==> config.mk <==
export PLATFORM = sky130hd
export DESIGN_NAME = parity_stripe_engine
export DESIGN_NICKNAME = d
export VERILOG_FILES = /design/src/rtl/parity_stripe_engine.sv
export SDC_FILE = /design/constraint.sdc
export NUM_CORES = 2
export LEC_CHECK = 0
export ABC_AREA = 1
export BUFFER_PORTS_ARGS = -buffer_cell sky130_fd_sc_hd__buf_4
export CAP_MARGIN = 5
export CORE_ASPECT_RATIO = 1.4
export CORE_MARGIN = 3
export CORE_UTILIZATION = 30
export CTS_CLUSTER_DIAMETER = 120
export DETAILED_ROUTE_END_ITERATION = 7
export PLACE_DENSITY_LB_ADDON = 0.2
export SLEW_MARGIN = 20
export SYNTH_ARGS = -nofsm -noshare
export SYNTH_HDL_FRONTEND = slang
export SYNTH_SLANG_ARGS = --single-unit
==> constraint.sdc <==
create_clock -name clock -period 2.2 [get_ports clock]
set_input_delay 0.55 -clock clock [delete_from_list [all_inputs] [get_ports clock]]
set_output_delay 0.55 -clock clock [all_outputs]
set_load 0.01 [all_outputs]
==> src/rtl/parity_stripe_engine.sv <==
// parity_stripe_engine: XORs two 128-byte stripe lines into a parity line
// and serves it on the buffer-read port for the parity write command.
//
// Ports:
//   clock, reset (async, active-low)
//   start, stripe1_tag, stripe2_tag, parity_tag : arm engine, latch tags
//   bw_valid/bw_tag/bw_address/bw_data : stripe data from buffer-write
//   br_valid/br_tag/br_address -> br_data/br_parity : 1-cycle read path
//   resp_valid/resp_tag/resp_code : command responses (0 = DONE)
//   busy, ready, done, error : status back to the work element
module parity_stripe_engine #(
    parameter int LINE_HALVES = 2
) (
    input  logic         clock,
    input  logic         reset,
    input  logic         start,
    input  logic [7:0]   stripe1_tag,
    input  logic [7:0]   stripe2_tag,
    input  logic [7:0]   parity_tag,
    input  logic         bw_valid,
    input  logic [7:0]   bw_tag,
    input  logic [5:0]   bw_address,
    input  logic [511:0] bw_data,
    input  logic         br_valid,
    input  logic [7:0]   br_tag,
    input  logic [5:0]   br_address,
    output logic [511:0] br_data,
    output logic         br_parity,
    input  logic         resp_valid,
    input  logic [7:0]   resp_tag,
    input  logic [7:0]   resp_code,
    output logic         busy,
    output logic         ready,
    output logic         done,
    output logic         error
);

    typedef enum logic [1:0] {
        S_IDLE,
        S_COLLECT,
        S_READY,
        S_ERROR
    } state_t;

    state_t state, state_nxt;

    logic [7:0]   tag1_q, tag2_q, ptag_q;
    logic [511:0] acc [LINE_HALVES];

    logic [LINE_HALVES-1:0] seen1_q, seen1_nxt;
    logic [LINE_HALVES-1:0] seen2_q, seen2_nxt;
    logic resp1_q, resp1_nxt;
    logic resp2_q, resp2_nxt;

    logic arm, wr_en, done_nxt;
    logic half;
    logic line_ok;
    logic hit1, hit2;
    logic r1, r2, rp;
    logic code_ok;

    // Only the half-line index of the read is meaningful; the tag is not.
    logic unused_br;
    assign unused_br = ^{br_tag, br_address[5:1]};

    assign half    = bw_address[0];
    assign line_ok = (bw_address[5:1] == 5'd0);
    assign hit1    = bw_valid && line_ok && (bw_tag == tag1_q);
    assign hit2    = bw_valid && line_ok && (bw_tag == tag2_q);
    assign r1      = resp_valid && (resp_tag == tag1_q);
    assign r2      = resp_valid && (resp_tag == tag2_q);
    assign rp      = resp_valid && (resp_tag == ptag_q);
    assign code_ok = (resp_code == 8'd0);

    assign br_parity = ~^br_data;

    always_ff @(posedge clock or negedge reset) begin
        if (!reset) begin
            state <= S_IDLE;
        end else begin
            state <= state_nxt;
        end
    end

    always_comb begin
        state_nxt = state;
        seen1_nxt = seen1_q;
        seen2_nxt = seen2_q;
        resp1_nxt = resp1_q;
        resp2_nxt = resp2_q;
        arm       = 1'b0;
        wr_en     = 1'b0;
        done_nxt  = 1'b0;
        busy      = 1'b0;
        ready     = 1'b0;
        error     = 1'b0;
        unique case (state)
            S_IDLE: begin
                if (start) begin
                    arm       = 1'b1;
                    state_nxt = S_COLLECT;
                end
            end
            S_ERROR: begin
                error = 1'b1;
                if (start) begin
                    arm       = 1'b1;
                    state_nxt = S_COLLECT;
                end
            end
            S_COLLECT: begin
                busy = 1'b1;
                // First write of each stripe half is folded in;
                // repeats are dropped so a retry cannot cancel data.
                if (hit1) begin
                    wr_en           = !seen1_q[half];
                    seen1_nxt[half] = 1'b1;
                end else if (hit2) begin
                    wr_en           = !seen2_q[half];
                    seen2_nxt[half] = 1'b1;
                end
                if (r1 && code_ok) resp1_nxt = 1'b1;
                if (r2 && code_ok) resp2_nxt = 1'b1;
                if ((r1 || r2) && !code_ok) begin
                    state_nxt = S_ERROR;
                end else if (&seen1_nxt && &seen2_nxt &&
                             resp1_nxt && resp2_nxt) begin
                    state_nxt = S_READY;
                end
            end
            S_READY: begin
                busy  = 1'b1;
                ready = 1'b1;
                if (rp) begin
                    if (code_ok) begin
                        state_nxt = S_IDLE;
                        done_nxt  = 1'b1;
                    end else begin
                        state_nxt = S_ERROR;
                    end
                end
            end
            default: state_nxt = S_IDLE;
        endcase
    end

    always_ff @(posedge clock or negedge reset) begin
        if (!reset) begin
            for (int i = 0; i < LINE_HALVES; i++) acc[i] <= '0;
            tag1_q  <= '0;
            tag2_q  <= '0;
            ptag_q  <= '0;
            seen1_q <= '0;
            seen2_q <= '0;
            resp1_q <= 1'b0;
            resp2_q <= 1'b0;
            br_data <= '0;
            done    <= 1'b0;
        end else begin
            done <= done_nxt;
            // Reads sample acc before this edge's write lands.
            if (br_valid) br_data <= acc[br_address[0]];
            if (arm) begin
                for (int i = 0; i < LINE_HALVES; i++) acc[i] <= '0;
                tag1_q  <= stripe1_tag;
                tag2_q  <= stripe2_tag;
                ptag_q  <= parity_tag;
                seen1_q <= '0;
                seen2_q <= '0;
                resp1_q <= 1'b0;
                resp2_q <= 1'b0;
            end else begin
                seen1_q <= seen1_nxt;
                seen2_q <= seen2_nxt;
                resp1_q <= resp1_nxt;
                resp2_q <= resp2_nxt;
                if (wr_en) acc[half] <= acc[half] ^ bw_data;
            end
        end
    end

endmodule

# Word level (Yosys, flattened, before mapping)
# Cells that the tools add are included.
# totals
output_inout_bits	517
latchBits	0
elab_cells	113
mem_bits_rw	0
n_memories	0
regBits	1569
mem_bits_ro	0
# classes
n_shift	0
bitwise_logic	5
div	0
multipliers	0
reduce_logical	29
order_cmp	5
muxes	51
addsub	0
eq_ne	11
# op_table
operator	n
$mux 512	7
$mux 1024	2
$bwmux 1024	1
$demux 512 s1	1
$reduce_xnor 512->1	1
$xor 512x512->512	1
$eq 8x8->1	5
$mux 2	14
$mux 1	24
$logic_and 1x1->1	14
$logic_not 8->1	1
$pmux 2 s3	1
$logic_not 5->1	1
$eq 2x2->1 const B	2
$ge 2x2->1 const B	2
$not 1->2	2
$or 2x2->2	2
$reduce_and 2->1	2
$reduce_bool 2->1	2
$reduce_or 2->1	2
$logic_not 1->1	3
$ne 3x3->1 const B	1
$reduce_and 3->1	1
$eq 2x1->1 const B	1
other kinds (8)	8

# Logic depth before layout (Yosys ltp)
# logic_depth
word_depth	15
ltp_mapped	22

# Worst setup path after synthesis
# No wires, ideal clock.
# synth_timing
path_type	register -> register
start	register state[0]
end	register acc[1000] in the netlist's numbering
path_stages_with_launch	11
t_arrival_ps	2196
required_ps	2117
slack_ps	-79
setup_ps	83
path_buffers	3
path_cell_list	dfrtp_1 > inv_1 > ha_1 > nand2_1 > inv_1 > nor2_1 > buf_2 > nand2_2 > buf_2 > buf_1 > o22ai_1
# synth_via
elab_chain_cells	4
elab_cells_between_ends	8
classes_between	eq/ne (2); mux (3); reduce/logical (3)
# synth_rtl
element	line	rtl
start, declared	45	state_t state, state_nxt;
start signal, assigned	81	state <= state_nxt;
$eq 2x2->1 or $logic_not 2->1 (tied branches)	97	unique case (state)
$reduce_or 2->1 (no source line)	--	
$mux 1	--	
$mux 1024 or $reduce_bool 2->1 (tied branches)	--	
end signal, assigned by index	177	if (wr_en) acc[half] <= acc[half] ^ bw_data;
end, declared	48	logic [511:0] acc [LINE_HALVES];
# Parallel ways exist; a longest one is shown, timed or not.
# A chain may end at the register's enable or synchronous reset.

==> impl_metrics.csv <==
group,metric,value,unit
routing,drt-met1-wl,145000,µm
worst_hold_path,holdCritPathClass,"input pin to register",
status,violations,"negative setup slack",
placement,portBuffers,1089,
routing,wl_met2,179000,µm
sta,fin_ws,-1.46,ns
routing,routed_wl,367000,µm
sta,grt_setup_unrepaired,"yes",
synth,netlist_instances,10700,
clock_network,numCtsBuffers,182,
sta,slew_headroom,0.507,
critical_path,crit_arrival,3.11,ns
floorplan,rows,228,
synth,synth_top_area_share,0.473,
cells_and_area,layout.nets,13600,
critical_path,path_cells,"xor2_1 > nand2_1 > nand2_1 > nand3_2 > nand2_2 > nand2_1 > nand2_2 > nand2_1 > nand2_1 > inv_1 > nand2_1 > nand2_2 > buf_12 > nand2_1 > nand2_2 > nand2_2 > nand2_1 > nand2_1 > nand2_2 > buf_6",
pwr,power_density,1410,nW/µm²
sta,setup_viol,1059,
grt,grt_pass1_vias,83500,
critical_path,r2r_cells,16,
cells_and_area,layout_common_cells,"nand2_1, buf_4, o21ai_0",
clock_network,ctsLongestPathBuffers,4,
cells_and_area,postLayoutCellArea,121000,µm²
critical_path,cpMostUsedCell,"nand2_1",
routing,routed-wl-met3,22900,µm
critical_path,startpoint_type,"register",
sta,skew,0.0822,ns
cells_and_area,final_util,0.439,
critical_path,worstPathRequired,1.65,ns
synth,syn_nets,11300,
sta,tns,-469.85,ns
synth,syn_area,83100,µm²
grt,grt_max_degree,147,
floorplan,ioPinCount,1103,
critical_path,rrSetupSlack,-0.61,ns
synth,netlist-cell-type-count,38,
floorplan,die_w,451,µm
grt,antenna_found_initial,35,
clock_network,clock-sinks,1569,
routing,drtPass1Iterations,6,
pwr,leakage,57.4,nW
synth,ys_seq_elements,1569,
synth,yosysWarningCount,0,
critical_path,path_max_fanout,3,
sta,fin_crit_sh,1.66,
synth,yosysSeqAreaShare,0.473,
placement,dp_slack,-0.915,ns
clock_network,clk_pin_slew,0.06,ns
pwr,ir_worst_vdd,0.690,mV
pwr,p_int,98.4,mW
clock_network,clk_latency,0.87,ns
cells_and_area,syn_to_final_growth,45.6,%
clock_network,cts_max_level,4,
grt,track_usage,0.244,
routing,drc_errors,0,
pwr,clkPwrFrac,0.185,
sta,tightest_slew,0.739,ns
critical_path,crit_type,"register to primary output",
routing,dr_total_vias,84500,
routing,antenna_left,0,
floorplan,chipHeight,629,µm
pwr,netSwitchingFraction,0.423,
synth,synth_area_leaders,"dfrtp_1, nand2_1, o21ai_0",
routing,drt_iter0_drc,6141,
critical_path,slowest_delay,0.42,ns
cells_and_area,final_common_cell,"nand2_1",
pwr,pwr-share-seq,0.289,
routing,viasPerCell,5.00,
clock_network,root_buffer,"clkbuf_16",
critical_path,cpMaxStageDelayCell,"dfrtp_1",
floorplan,core_area,276000,µm²
critical_path,r2r-start,"tag1_q[2]",
sta,final_max_slew_viol_count,0,
routing,routedWlPerCell,21.7,µm
clock_network,tritoncts,"yes",
routing,top_layer,"met5",
placement,dpl.hpwl,250000,µm
placement,gp_congestion,0.896,
critical_path,crit_start,"br_data[252]",
status,status,"finished with violations",
pwr,p_switching,72.0,mW
critical_path,endpoint,"br_parity",
grt,grt_pass1_wl,533000,µm
placement,dpl_cell_area,104000,µm²
grt,overflow,0,
critical_path,rr_endpoint,"acc[365]",
floorplan,initial_utilization,0.301,
pwr,finalPower,170,mW
pwr,combPwrFrac,0.526,
job,drv_cap,0,
sta,hold_viol,0,
synth,yosysTopAreaCell,"dfrtp_1",
critical_path,end_kind,"primary output",
floorplan,dieArea,283000,µm²
sta,fmax,273,MHz
cells_and_area,drive_above_1_share,0.257,
sta,period_minus_slack,3.66,ns
synth,avgSynthCellArea,7.76,µm²
## cells by family (layout without fill, tap and decap cells)
| logic type | Yosys count | after routing | share of synthesized area |
|---|---|---|---|
| adders and majority gates | 3 | 3 | 0.000452 |
| and+or+nand+nor | 3718 | 3719 | 0.170 |
| other | 0 | 15 | 0 |
| xor gates and xnor gates | 768 | 768 | 0.0810 |
| AOI/OAI and AO/OA | 2902 | 2902 | 0.193 |
| buffers and inverters | 1739 | 4235 | 0.0820 |
| DFF | 1569 | 1569 | 0.473 |
## registers in the layout, summed over array words and instances, names as in the netlist
| register | count |
|---|---|
| done | 1 |
| seen2_q | 2 |
| br_data | 512 |
| seen1_q | 2 |
| resp2_q | 1 |
| tag2_q | 8 |
| acc | 1024 |
| tag1_q | 8 |
| resp1_q | 1 |
| state | 2 |
| ptag_q | 8 |
## worst min-delay path by stage
| stage | slack, ns | from | end | cells after the start |
|---|---|---|---|---|
| 6_report | 0.07 | bw_data[445] | acc[445] | 3 |
| 5_1_grt | 0.03 | bw_data[121] | acc[633] | 3 |
| 4_1_cts | 0.00003 | bw_data[130] | acc[642] | 3 |
| 3_5_place_dp | 0.49 | reset | acc[122] | 1 |
| 3_3_place_gp | 0.49 | ptag_q[6] | ptag_q[6] | 2 |
| 2_1_floorplan | 0.25 | reset | acc[0] | 0 |
## cells in the mapped netlist
| library cell | count |
|---|---|
| nand2_1 | 3110 |
| o21ai_0 | 1599 |
| dfrtp_1 | 1569 |
| inv_1 | 1134 |
| o22ai_1 | 738 |
| xnor2_1 | 645 |
| nor2_1 | 495 |
| clkbuf_1 | 401 |
| a21oi_1 | 250 |
| o211ai_1 | 218 |
| buf_2 | 135 |
| xor2_1 | 123 |
| nand3_1 | 81 |
| o21ai_1 | 70 |
| buf_1 | 42 |
| buf_4 | 20 |
| o21a_1 | 20 |
| nand4_1 | 9 |
| nor4_1 | 6 |
| buf_6 | 5 |
| nor3_1 | 4 |
| a211oi_1 | 3 |
| ha_1 | 3 |
| nand2_2 | 3 |
| or2_1 | 2 |
| or2_2 | 2 |
| a211o_1 | 1 |
| a221oi_1 | 1 |
| clkinv_1 | 1 |
| inv_4 | 1 |
| nand3b_1 | 1 |
| nor2_4 | 1 |
| nor2_8 | 1 |
| nor3_2 | 1 |
| nor4_2 | 1 |
| o211a_1 | 1 |
| o221ai_1 | 1 |
| or2_0 | 1 |
## power by group through the flow
stage / Combinational, mW / Sequential [mW] / Clock, mW
final: 89.5 / 49.3 / 31.5
after floorplan: 41.8 / 48.8 / 0
after global routing: 98.1 / 50.8 / 33.2
after CTS: 84.4 / 49.0 / 32.2
after global placement: 73.7 / 48.7 / 0
after detailed placement: 75.4 / 49.3 / 0
## metal layers
| layer | vias to the layer above | global-route usage |
|---|---|---|
| met5 | - | 0 |
| met3 | 655 | 0.0406 |
| li1 | 39600 | - |
| met2 | 2989 | 0.418 |
| met1 | 41200 | 0.299 |
| met4 | 14 | 0.113 |
## final cells by class
cell class	instances	area [µm²]
Antenna cell	15	37.5
Sequential cell	1569	39300
Tap cell	3680	4600
Inverter	1136	4270
Clock buffer	259	5230
Multi-Input combinational cell	7392	40100
Fill cell	27000	155000
Clock inverter	63	738
Timing Repair Buffer	2777	26600
## critical path, delay by kind of cell (launching register included)
kind	cells	cell delay [ns]
and+or+nand+nor	16	1.26
DFF	1	0.42
buffers and inverters	3	0.31
xor gates and xnor gates	1	0.23
## timing repair
action	in CTS	in global routing
buffers inserted	82	63
cloned	73	36
resized for setup	486	501
hold buffers	283	0
endpoints found under the setup margin	1207	1189
endpoints found under the hold margin	529	0
pin swaps	53	77
## metrics by stage
| stage | hold WS, ns | std cells |
|---|---|---|
| after floorplan | 0.254 | 10700 |
| after global placement | 0.489 | 16000 |
| after detailed placement | 0.491 | 16000 |
| after CTS | 0.0000253 | 16800 |
| after global routing | 0.0317 | 16900 |
| final | 0.0736 | 16900 |
Note: power is estimated with default switching activity, not from simulation.
